### src/rtl/lsu_pkg.sv
// Shared definitions for the load/store memory adapter: funct3 codes,
// FSM state encoding and request-legality helpers.
// Used by lsu_align and lsu_mem_adapter.
package lsu_pkg;

  // RV32 load/store width codes (stores use the first three only)
  localparam logic [2:0] F3_B  = 3'b000;
  localparam logic [2:0] F3_H  = 3'b001;
  localparam logic [2:0] F3_W  = 3'b010;
  localparam logic [2:0] F3_BU = 3'b100;
  localparam logic [2:0] F3_HU = 3'b101;

  // FSM state encoding
  localparam logic [2:0] ST_IDLE  = 3'd0;
  localparam logic [2:0] ST_RD    = 3'd1;
  localparam logic [2:0] ST_WAIT  = 3'd2;
  localparam logic [2:0] ST_MERGE = 3'd3;
  localparam logic [2:0] ST_WR    = 3'd4;
  localparam logic [2:0] ST_RESP  = 3'd5;

  typedef enum logic [2:0] {
    IDLE  = ST_IDLE,
    RD    = ST_RD,
    WAIT  = ST_WAIT,
    MERGE = ST_MERGE,
    WR    = ST_WR,
    RESP  = ST_RESP
  } state_e;

  // Stores only have B/H/W; loads add the unsigned B/H variants.
  function automatic logic f3_legal(input logic we, input logic [2:0] f3);
    logic ok;
    ok = (f3 == F3_B) || (f3 == F3_H) || (f3 == F3_W);
    if (!we) ok = ok || (f3 == F3_BU) || (f3 == F3_HU);
    return ok;
  endfunction

  // Halfwords need addr[0]==0, words need addr[1:0]==0.
  function automatic logic misaligned(input logic [2:0] f3, input logic [1:0] off);
    logic bad;
    bad = 1'b0;
    if (f3 == F3_H || f3 == F3_HU) bad = off[0];
    if (f3 == F3_W)                bad = (off != 2'b00);
    return bad;
  endfunction

endpackage

### src/rtl/lsu_align.sv
// Lane steering: load extract + sign/zero extend, store byte/half merge.
// Latency: purely combinational.
// Backpressure: none, no state.
module lsu_align
  import lsu_pkg::*;
(
  input  logic [31:0] old_word_i,
  input  logic [31:0] wdata_i,
  input  logic [2:0]  funct3_i,
  input  logic [1:0]  off_i,
  output logic [31:0] load_data_o,
  output logic [31:0] store_word_o
);

  logic [7:0]  byte_v;
  logic [15:0] half_v;

  // Select the addressed lane; halfwords only look at off[1]
  always_comb begin
    byte_v = old_word_i[{off_i, 3'b000} +: 8];
    half_v = old_word_i[{off_i[1], 4'b0000} +: 16];
  end

  // Extend the selected lane according to the load width code
  always_comb begin
    load_data_o = old_word_i;
    case (funct3_i)
      F3_B:    load_data_o = {{24{byte_v[7]}}, byte_v};
      F3_BU:   load_data_o = {24'h0, byte_v};
      F3_H:    load_data_o = {{16{half_v[15]}}, half_v};
      F3_HU:   load_data_o = {16'h0, half_v};
      default: load_data_o = old_word_i;
    endcase
  end

  // Overwrite only the addressed bytes of the word read back from memory
  always_comb begin
    store_word_o = old_word_i;
    case (funct3_i)
      F3_B:    store_word_o[{off_i, 3'b000} +: 8]      = wdata_i[7:0];
      F3_H:    store_word_o[{off_i[1], 4'b0000} +: 16] = wdata_i[15:0];
      default: store_word_o = wdata_i;
    endcase
  end

endmodule

### src/rtl/lsu_mem_adapter.sv
// RV32 load/store adapter in front of a word-addressed, 1-cycle-read memory.
// Latency: load 3, SW 2, SB/SH 4 (read-modify-write), error 1 cycle after accept.
// Backpressure: req_ready only in IDLE; one request in flight. Macro LSU_MISALIGN_CHECK_EN enables error responses.
module lsu_mem_adapter
  import lsu_pkg::*;
#(
  parameter int N = 32
) (
  input  logic         clk,
  input  logic         rst,
  input  logic         req_valid,
  output logic         req_ready,
  input  logic         req_we,
  input  logic [2:0]   req_funct3,
  input  logic [N-1:0] req_addr,
  input  logic [N-1:0] req_wdata,
  output logic         resp_valid,
  output logic [N-1:0] resp_data,
  output logic         resp_err,
  output logic         mem_rdEna,
  output logic [N-1:0] mem_rdAddr,
  output logic         mem_wrEna,
  output logic [N-1:0] mem_wrAddr,
  output logic [N-1:0] mem_wrData,
  input  logic [N-1:0] mem_rdData
);

  state_e       state_q, state_d;
  logic [N-1:0] addr_q, wdata_q, resp_data_q, wr_data_q;
  logic         we_q, err_q;
  logic [2:0]   f3_q;

  logic         accept;
  logic         req_err;
  logic [2:0]   req_f3;
  logic [N-1:0] load_data, store_word;

  assign accept = req_valid && (state_q == IDLE);

  // Classify the incoming request; without the check, bad codes become word accesses
  always_comb begin
`ifdef LSU_MISALIGN_CHECK_EN
    req_err = !f3_legal(req_we, req_funct3) || misaligned(req_funct3, req_addr[1:0]);
    req_f3  = req_funct3;
`else
    req_err = 1'b0;
    req_f3  = f3_legal(req_we, req_funct3) ? req_funct3 : F3_W;
`endif
  end

  lsu_align u_align (
    .old_word_i   (mem_rdData),
    .wdata_i      (wdata_q),
    .funct3_i     (f3_q),
    .off_i        (addr_q[1:0]),
    .load_data_o  (load_data),
    .store_word_o (store_word)
  );

  // State register
  always_ff @(posedge clk or posedge rst) begin
    if (rst) state_q <= IDLE;
    else     state_q <= state_d;
  end

  // Next state and state-decoded outputs
  always_comb begin
    state_d    = state_q;
    req_ready  = 1'b0;
    mem_rdEna  = 1'b0;
    mem_wrEna  = 1'b0;
    resp_valid = 1'b0;
    case (state_q)
      IDLE: begin
        req_ready = 1'b1;
        if (accept) begin
          if (req_err)                          state_d = RESP;
          else if (req_we && (req_f3 == F3_W))  state_d = WR;
          else                                  state_d = RD;
        end
      end
      RD: begin
        mem_rdEna = 1'b1;
        state_d   = we_q ? MERGE : WAIT;
      end
      WAIT:  state_d = RESP;
      MERGE: state_d = WR;
      WR: begin
        mem_wrEna = 1'b1;
        state_d   = RESP;
      end
      RESP: begin
        resp_valid = 1'b1;
        state_d    = IDLE;
      end
      default: state_d = IDLE;
    endcase
  end

  // Request latch, load result capture and store word assembly
  always_ff @(posedge clk or posedge rst) begin
    if (rst) begin
      addr_q      <= '0;
      wdata_q     <= '0;
      we_q        <= 1'b0;
      f3_q        <= F3_B;
      err_q       <= 1'b0;
      resp_data_q <= '0;
      wr_data_q   <= '0;
    end else begin
      if (accept) begin
        addr_q      <= req_addr;
        wdata_q     <= req_wdata;
        we_q        <= req_we;
        f3_q        <= req_f3;
        err_q       <= req_err;
        resp_data_q <= '0;
        if (req_we && !req_err) wr_data_q <= req_wdata;
      end
      if (state_q == WAIT)  resp_data_q <= load_data;
      if (state_q == MERGE) wr_data_q   <= store_word;
    end
  end

  assign resp_data  = resp_data_q;
  assign resp_err   = err_q && (state_q == RESP);
  assign mem_rdAddr = {addr_q[N-1:2], 2'b00};
  assign mem_wrAddr = {addr_q[N-1:2], 2'b00};
  assign mem_wrData = wr_data_q;

endmodule

### config.mk
export PLATFORM = sky130hd
export DESIGN_NAME = lsu_mem_adapter
export DESIGN_NICKNAME = d
export VERILOG_FILES = /design/src/rtl/lsu_pkg.sv /design/src/rtl/lsu_align.sv /design/src/rtl/lsu_mem_adapter.sv
export SDC_FILE = /design/constraint.sdc
export NUM_CORES = 1
export LEC_CHECK = 0
export CORE_ASPECT_RATIO = 1.1
export CORE_MARGIN = 2
export CORE_UTILIZATION = 35
export DETAILED_ROUTE_END_ITERATION = 10
export PLACE_DENSITY_LB_ADDON = 0.1
export SYNTH_ARGS = -nofsm -noshare
export SYNTH_HDL_FRONTEND = slang
export SYNTH_SLANG_ARGS = --single-unit
### constraint.sdc
create_clock -name clk -period 5.2 [get_ports clk]
set_input_delay 1.04 -clock clk [delete_from_list [all_inputs] [get_ports clk]]
set_output_delay 1.04 -clock clk [all_outputs]
set_load 0.005 [all_outputs]
== Yosys cells after proc, flatten, opt, wreduce, memory -nomap -nowiden ==
Index checks and enable logic that the tools add are counted.

* Input port bits: 103
* Register bits: 135
* Word-level logic and storage cells: 62
* Output and inout bits: 133

* Reductions and logical operators: 14
* Equality and inequality tests: 14
* Shifts and indexed selects: 6
* Add/subtract/negate cells: 2
* Mux-type cells: 19

{| class="wikitable"
|+ Operators with widths
! kind !! number
|-
| two-way mux 32 bit || 5
|-
| one-hot mux 32 bit (4 select lines) || 1
|-
| bitwise mux 32 bit || 2
|-
| one-hot mux 32 bit (2 select lines) || 1
|-
| variable shift 16 x 7 -> 32 bit, first input constant || 1
|-
| variable shift 8 x 7 -> 32 bit, first input constant || 1
|-
| indexed part select 16 x 7 -> 32 bit || 1
|-
| indexed part select 32 x 6 -> 16 bit || 1
|-
| indexed part select 32 x 6 -> 8 bit || 1
|-
| indexed part select 8 x 7 -> 32 bit || 1
|-
| == test 3 bit, second input constant || 6
|-
| negator 5 -> 7 bit || 2
|-
| == test 3 x 2 -> 1 bit, second input constant || 4
|-
| one-hot mux 3 bit (4 select lines) || 1
|-
| == test 3 x 1 -> 1 bit, second input constant || 3
|-
| logical NOT 3 bit || 3
|-
| two-way mux 3 bit || 3
|-
| two-way mux 1 bit || 6
|-
| nonzero test 2 bit || 3
|-
| logical OR 1 bit || 4
|-
| logical AND 1 bit || 2
|-
| inequality test 2 bit, second input constant || 1
|-
| AND reduction 2 bit || 1
|-
| OR reduction 2 bit || 1
|}

== Logic depth before layout (Yosys ltp) ==
Gate-level depths: netlist (run 1).

* Depth after elaboration: 12
* Depth in mapped cells: 10
* Depth with buffers taken out: 6

== Cells and area by module ==
A second synthesis (run 1) with hierarchy kept.

* Cell total of the unflattened synthesis: 729
* Area, all modules: 7761.2 um2

{| class="wikitable"
|+ Modules (own cells, without submodules)
! module !! sequential area each (um2) !! cells each !! area each (um2) !! instances
|-
| lsu_mem_adapter || 3378.2 || 493 || 6207.2 || 1
|-
| lsu_align || 0.0 || 236 || 1554.0 || 1
|}

== Worst setup path after synthesis (run 1) ==
OpenSTA, ideal clock, no wires.

* Kind: register to register
* Start: register addr_q[1]
* End: register wr_data_q[0], in the netlist mem_wrData[0]
* Data required time: 5.106 ns
* Arrival time: 2.256 ns
* Buffers on the path: 4
* Setup slack: 2.850 ns
* Period minus slack after synthesis: 2.350 ns
* Cell stages (with the launch flop): 11
* Setup time: 0.094 ns
* Path through: dfrtp_1 -> buf_6 -> buf_2 -> buf_4 -> buf_2 -> inv_1 -> ha_1 -> nand4bb_1 -> o21ai_2 -> a221oi_1 -> a211oi_1

* Word-level cells in the longest chain between the ends: 5
* Elaborated cells between the ends (all ways): 10
* Classes of those cells: add/sub: 2; shift: 4; mux: 4

{| class="wikitable"
|+ RTL lines
! item !! RTL line !! text
|-
| start: declaration || lsu_mem_adapter.sv:29 || <nowiki>logic [N-1:0] addr_q, wdata_q, resp_data_q, wr_data_q;</nowiki>
|-
| start signal: assignment || lsu_mem_adapter.sv:112 || <nowiki>addr_q <= req_addr;</nowiki>
|-
| negator 5 -> 7 bit, on equally long branches || lsu_align.sv:41, lsu_align.sv:40 ||
|-
| indexed part select 16 x 7 -> 32 bit, or another cell as far along || lsu_align.sv:41 || <nowiki>F3_H: store_word_o[{off_i[1], 4'b0000} +: 16] = wdata_i[15:0];</nowiki>
|-
| bitwise mux 32 bit, on equally long branches || lsu_align.sv:41, lsu_align.sv:40 ||
|-
| one-hot mux 32 bit (2 select lines) (*) || lsu_align.sv:39 || <nowiki>case (funct3_i)</nowiki>
|-
| two-way mux 32 bit (*) || lsu_mem_adapter.sv:121 || <nowiki>if (state_q == MERGE) wr_data_q <= store_word;</nowiki>
|-
| end signal: assignment || lsu_mem_adapter.sv:118 || <nowiki>if (req_we && !req_err) wr_data_q <= req_wdata;</nowiki>
|-
| end signal: assignment || lsu_mem_adapter.sv:121 ||
|-
| end: declaration || lsu_mem_adapter.sv:29 ||
|}

Mark *: on every way between the ends. The rest lies on a longest branch, timed or not.
A chain may end at the register's enable or synchronous reset.

== Worst setup path in the final report (run 1) ==
* Start: register state_q[1]
* End: output req_ready

* Word-level cells in the longest chain between the ends: 2

{| class="wikitable"
|+ RTL lines
! item !! RTL line !! text
|-
| start: declaration || lsu_mem_adapter.sv:28 || <nowiki>state_e state_q, state_d;</nowiki>
|-
| start signal: assignment || lsu_mem_adapter.sv:63 || <nowiki>else state_q <= state_d;</nowiki>
|-
| logical NOT 3 bit || lsu_mem_adapter.sv:73 || <nowiki>case (state_q)</nowiki>
|-
| two-way mux 1 bit || lsu_mem_adapter.sv:73 ||
|-
| end: declaration || lsu_mem_adapter.sv:12 || <nowiki>output logic req_ready,</nowiki>
|}

No other way between the ends.

==> results summary, run 1 <==
The initial utilization of the core area, before any placement, comes to 35.3%. The share of Yosys cell area claimed by the top area cell type is 43.7%. The number of gates resized after CTS was 0. STA classifies the critical path endpoint as a primary output. The number of sinks on the clock net came out at 135. The total of max-cap violations came out at 0. The detailed-routed wire length on met2 is 11700 um. In this run the worst hold path is classified as flop to flop. For this run, asynchronously set or reset flops after synthesis account for 100%. The latest clock arrival within the worst-skew pair is 0.43 ns. The congestion estimate from routability-driven global placement came to 0.839. The via density per instance came out at 5.45.

The combined global-route utilization of all metal layers came out at 21.0%. Counting flops and latches in the post-synthesis netlist gives 135. The synthesized area divided by synthesized cell count is 10.5 sq um. The die is 160 um tall. Counting tap cells, the placed design contains a total of 1150 instances. Measured against its own limit, the worst slew margin works out to 29.0%. The wire length of the first global-routing pass came out at 38300 um. The flow ran to the end, and the final reports show no timing, DRC or antenna violations. The number of pins exceeding their max-slew limit in the final report came to 0. Once detail routing completed, the nets flagged for antenna violations numbered 0. The number of antenna diodes in the final layout is 0.

The number of global-route vias before repair came out at 6544. The areal power density over the cells is 590 nW/um^2. The first routing iteration left 540 violations.

After detailed routing, no signal wire sits above met4. The net count of the finished layout is 982. The leakage power figure is 4.15 nW.

The half-perimeter wire length after detailed placement is 17300 um. The root buffer selected by CTS is clkbuf_16. The non-filler instance count after layout is 1182. The worst setup path is launched from a flop. After synthesis the cells add up to 7730 sq um.

The synthesized netlist cell count came out at 733. By count the netlist is led by dfrtp_1 (135), mux2_2 (78), buf_4 (72). Post-CTS timing repair inserted 0 buffers for setup. The number of flops mapped to enable cells by yosys is 0. The region available for standard cell placement spans 21900 sq um.

236 I/O pins were placed. The worst setup path is of the flop to primary output kind. For this run, the top clock speed supported by timing is 343 MHz. Ranked by total cell area, the synthesized netlist is headed by dfrtp_1 (44%), mux2_2 (11%), buf_4 (7.0%).

The total via count after detailed routing is 6439. The iteration count of the initial detailed-routing pass came out at 5. The part of the Yosys area used for sequential elements came out at 43.7%. Relative to the synthesized area, the layout overhead comes to 33.7%. The data arrival at the endpoint of the critical path came out at 1.88 ns. Entering global routing, the biggest net connects 103 pins. The number of distinct library cell variants in the gate-level netlist after synthesis is 49. The total negative slack for setup checks came out at 0 ns. The die boundary width came out at 146 um. The post-route fraction of the period consumed by the critical path came out at 56.1%. The power consumption came out at 6.09 mW. The detailed router put a total of 10200 um of wire on met1. The overall routed net length is 24300 um. The required time reported for the critical path endpoint came out at 4.16 ns. The overall die area is 23300 sq um. The CTS buffer count is 17. The worst setup skew after layout came out at 0.0112 ns. The cts-stage hold buffer count is 0. The wire length on met3 came out at 1710 um. The clock-pin transition on the worst setup and hold timing paths came out at 0.05 ns. Summed over all layers, the global routing overflow is 0. Setup repair after global routing left no endpoint under its margin.

The number of filler cells placed in the layout is 2057. The mean routed wirelength per cell is 20.5 um. The largest fanout on the critical path is 16. In the final layout, the share of cells above drive strength 1 is 16.6%. Among all flip-flop cells after synthesis, the most frequent one is dfrtp_1. The number of remaining DRC errors came out at 0. The transition time of the tightest slew-check pin came out at 1.06 ns.

The count of H-tree levels built during CTS is 4. Setup violations remaining at the end of the flow were counted as 0. Among all cell types in the netlist, the one instantiated most often is dfrtp_1. The TritonCTS clock tree is yes.

In this run the core area contains 57 standard-cell rows. The initial antenna violation count came out at 0. VDD sags by at most 0.252 mV. Measured on the finished design, the core utilization comes to 47.2%. The count of warnings emitted by yosys is 0. Buffers placed on the I/O ports in this run total 230. Of all cell types, the one taking the most synthesized area is dfrtp_1.

The maximum count of clock buffers along a single path is 2. The hold violation total from the final report is 0. The worst path in the final design needs a cycle of 2.92 ns, including I/O delays and setup.
==> kinds of logic (layout without fill, tap and decap cells) <==
kind of cell,after synthesis,after routing,share of synthesized area [%]
compound gates,208,208,19.1
simple gates,148,148,10.6
buf+inv,139,289,10.7
flops,135,135,43.7
mux,97,97,15.1
fa+ha+maj,5,5,0.809
other cells,1,5,0.0485
==> per-stage QoR <==
step / area, sq um / hold slack, ns / worst slack (ns)
3_5_place_dp: 9750 / 0.479 / 1.89
6_report: 10300 / 0.485 / 2.28
5_1_grt: 10300 / 0.518 / 2.11
4_1_cts: 10300 / 0.486 / 2.27
3_3_place_gp: 9750 / 0.469 / 1.95
2_1_floorplan: 7750 / 0.472 / 0.549
==> final timing paths <==
kind | startpoint | endpoint | slack [ns] | depth (start not counted)
max in group asynchronous | rst | resp_data[18]$_DFFE_PP0P_ | 2.96 | 3
max | state_q[1]$_DFFE_PP0P_ | req_ready | 2.28 | 2
min | resp_data[0]$_DFFE_PP0P_ | resp_data[0]$_DFFE_PP0P_ | 0.49 | 2
min in group asynchronous | rst | addr_q[27]$_DFFE_PP0P_ | 1.20 | 2
min reg2reg | resp_data[0]$_DFFE_PP0P_ | resp_data[0]$_DFFE_PP0P_ | 0.49 | 2
max reg2reg | addr_q[1]$_DFFE_PP0P_ | mem_wrData[25]$_DFFE_PP0P_ | 2.44 | 5
==> power breakdown <==
group / internal [mW] / leakage [nW] / total [mW] / switching (mW)
Combinational: 1.62 / 2.20 / 2.86 / 1.24
Sequential: 1.53 / 1.66 / 2.03 / 0.497
Clock: 0.753 / 0.286 / 1.21 / 0.457
==> placed cells by master (no fill, tap or decap), drive strengths merged, types with 4 or more instances in the layout <==
cell type | Yosys | layout
clkdlybuf4s50 | 0 | 230
dfrtp | 135 | 135
mux2 | 78 | 78
o21ai | 78 | 78
a221o | 46 | 46
nor2 | 42 | 42
nand2 | 39 | 39
clkbuf | 29 | 24
a221oi | 23 | 23
a21oi | 22 | 22
nand2b | 18 | 18
inv | 18 | 18
mux2i | 11 | 11
a211oi | 10 | 10
o22ai | 9 | 9
buf | 92 | 9
or3b | 8 | 8
and3 | 8 | 8
a22oi | 8 | 8
mux4 | 8 | 8
nor2b | 7 | 7
a32o | 7 | 7
nor3 | 6 | 6
ha | 5 | 5
conb | 1 | 5
nor3b | 4 | 4
clkinv | 0 | 4
nor4 | 4 | 4
==> state kept, by name, indices dropped and copies added, names as in the netlist <==
signal,count
resp_data,32
wdata_q,32
f3_q,3
addr_q,32
mem_wrData,32
we_q,1
state_q,3
==> cell type report <==
type                       instances  area (sq um)  share of cell area, %
timing repair buffer             239          2370                   22.9
clock buffer                      24           492                   4.76
clock inverter                     8          95.1                  0.920
inverter                          18          72.6                  0.702
sequential                       135          3380                   32.7
tap                              295           369                   3.57
multi-input combinational        463          3560                   34.4
==> layer usage <==
metal  global-route usage, %  vias up
li1                        -     2928
met1                    27.9     3196
met2                    33.8      278
met3                    4.49       37
met4                    8.16        0
met5                       0        -
==> worst max-delay path, stage by stage, from the launching register on <==
cell and delay (ns):
dfrtp_1 0.57, nor3_1 0.34, clkdlybuf4s50_1 0.56
(Power assumes the default switching activity.)
==> run 2, diff against run 1 <==
==> constraint.sdc (replaced) <==
create_clock -name clk -period 2.4 [get_ports clk]
set_input_delay 0.48 -clock clk [delete_from_list [all_inputs] [get_ports clk]]
set_output_delay 0.48 -clock clk [all_outputs]
set_load 0.005 [all_outputs]
==> run 2 against run 1 <==
  * Clock skew is 0.0033 ns lower
  * Cell area is 4.9% higher
  * Clock power is 140% higher
  * Sequential power is 100% higher
  * Via count is 3.4% higher
  * Power is 130% higher
  * Critical path depth stayed put
  * Final cell count is 4.2% higher
  * Largest power group unchanged
  * Global-route usage is 2.0 points higher
  * Core utilization is 2.3 points higher
==> results summary, run 2 (same netlist as run 1, synthesis figures left out) <==
The DRC violation total after the first TritonRoute iteration is 592. The areal power density over the cells is 1290 nW/um^2. The total via count after detailed routing is 6661.

The flow ran to the end, and the final reports show no timing, DRC or antenna violations. The root buffer selected by CTS is clkbuf_16. The number of endpoints failing setup at the final stage came out at 0. The critical path buffer and inverter count is 1. The wire length on met3 came out at 1640 um. The later pin in the worst-skew pair is clocked with a latency of 0.43 ns. The worst IR drop on VDD is 0.558 mV. The residual antenna-violating net count after detailed routing is 0.

The tool flagged a number of max-cap violations equal to 0. The count of H-tree levels built during CTS came out at 4. The shortest period the worst path allows is 2.26 ns. The area of the core is 21900 sq um.

The cell area after placement came out at 10200 sq um. The maximum clock frequency came out at 443 MHz. The wire length of the first global-routing pass is 41200 um. The final weighted congestion of routability-driven global placement is 0.849. STA classifies the critical path endpoint as a primary output.

The initial antenna violation count came to 0. For this run, the slowest stage of the critical path takes 0.58 ns. The post-route fraction of the period consumed by the critical path came out at 94.1%.

The post-route cell area came out at 10800 sq um. Measured along the x axis, the die boundary spans 146 um. By startpoint and endpoint, the worst setup path is classified as flop to primary output.

The number of pins exceeding their max-slew limit in the final report was 0. The clock-pin transition on the worst setup and hold timing paths came out at 0.06 ns. The largest fanout on the critical path is 8. The maximum count of clock buffers along a single path is 2. Excluding fillers, the count of instances in the completed layout stands at 1232. TritonCTS built the clock tree. The mean routed wirelength per cell came out at 21.9 um.

The pre-CTS setup slack came out at -0.0813 ns. From synthesis to final layout, the design area changed by 40.2%. The number of remaining DRC errors came out at 0. For the worst setup path, the data arrival time is 1.78 ns. The hold violation total from the final report is 0. Traced cell by cell, the critical path runs through nor3_1 -> clkdlybuf4s50_1. Adding up every negative setup slack in the final design gives 0 ns. The overall routed net length came out at 27000 um.

The effective utilization at floorplan is 35.3%. The leakage power figure came out at 4.44 nW. The design draws 14.0 mW.

The met1 wire length is 11700 um. 236 I/O pins were placed. The transition time of the tightest slew-check pin is 0.960 ns. The startpoint type of the worst setup path is a flop. The multi-input combinational cell area came out at 3550 sq um. The worst setup skew after layout came out at 0.00792 ns. The path class of the tightest hold or removal check is flop to flop. The half-perimeter wire length after detailed placement came out at 19700 um. The highest layer touched by signal routing is met4. The net count of the finished layout came out at 1032.

The overflow left after global routing came out at 0. The number of global-route vias before repair is 6816. The total area of sequential cells is 3380 sq um.

The clock net in this run drives a total of 135 sinks. The filler cells instantiated in the layout total 2000. The required time reported for the critical path endpoint is 1.92 ns.

The number of placed instances, taps included, is 1200. The final antenna diode count is 0. The detailed-routed wire length on met2 is 13000 um. The vertical die dimension is 160 um. The worst path meets setup with 0.142 ns of slack. The top cell types in the final layout, fill and taps aside, are clkdlybuf4s50_1 (230), dfrtp_1 (132), mux2_2 (78), o21ai_0 (65), buf_4 (52). Among all stages on the critical path, the largest delay is contributed by clkdlybuf4s50_1.

The die covers 23300 sq um. Leaving out fill and tap cells, the most frequent cell in the layout is clkdlybuf4s50_1. In the final layout, the share of cells above drive strength 1 is 21.6%. Using the TritonRoute via totals, the vias-per-cell ratio works out to 5.41. The count of standard-cell rows is 57.

The relative slew slack came out at 35.5%. Setup repair after global routing left no endpoint under its margin. The family with the most delay on the worst path is buffers and inverters. The first TritonRoute pass finished after 5 iterations. Cells fill 49.5% of the core in the end. The count of port buffers added during placement came out at 230. The largest net degree at the start of global routing is 91.

The tightest hold margin came out at 0.487 ns. The combined global-route utilization of all metal layers is 23.0%. The number of clock buffers added by TritonCTS is 17.
-- run 2: changes by cell type in the layout (fill, tap and decap cells not counted), sizes merged --
cell / previous run / this run
clkinvlp: 2 / 3
buf: 9 / 59
bufinv: 2 / 4
inv: 18 / 20
clkbuf: 24 / 18
clkinv: 4 / 5
-- run 2: final cells by class --
class	instances	share of cell area, %
flip-flops and latches	135	31.2
clock buffers	18	4.05
well taps	295	3.40
repair buffers	289	26.1
inverters	18	0.658
multi-input cells	463	32.7
clock inverters	14	1.82
-- run 2: final timing paths --
kind / start / endpoint / slack [ns] / depth (start not counted)
max in group asynchronous: rst / mem_wrData[30]$_DFFE_PP0P_ / 1.43 / 3
hold reg to reg: resp_data[15]$_DFFE_PP0P_ / resp_data[15]$_DFFE_PP0P_ / 0.49 / 1
setup / recovery: state_q[0]$_DFFE_PP0P_ / req_ready / 0.14 / 2
setup reg to reg: f3_q[1]$_DFFE_PP0P_ / resp_data[22]$_DFFE_PP0P_ / 0.16 / 3
min in group asynchronous: rst / addr_q[18]$_DFFE_PP0P_ / 0.50 / 3
hold / removal: resp_data[15]$_DFFE_PP0P_ / resp_data[15]$_DFFE_PP0P_ / 0.49 / 1
-- run 2: metal layers --
metal  track usage (%)  vias up
met3              4.00       33
met1              30.4     3323
met2              38.1      279
met5                 0        -
met4              8.20        0
li1                  -     3026
-- run 2: what timing repair did --
item / CTS / global route
setup buffers: 0 / 0
setup endpoints to repair: 0 / 2
resized for setup: 0 / 2
hold buffers: 0 / 0
-- run 2: power by group --
| group | internal [mW] | switching (mW) | total [mW] |
|---|---|---|---|
| sequential | 3.32 | 0.834 | 4.16 |
| combinational | 3.84 | 3.14 | 6.99 |
| clock | 1.78 | 1.09 | 2.87 |
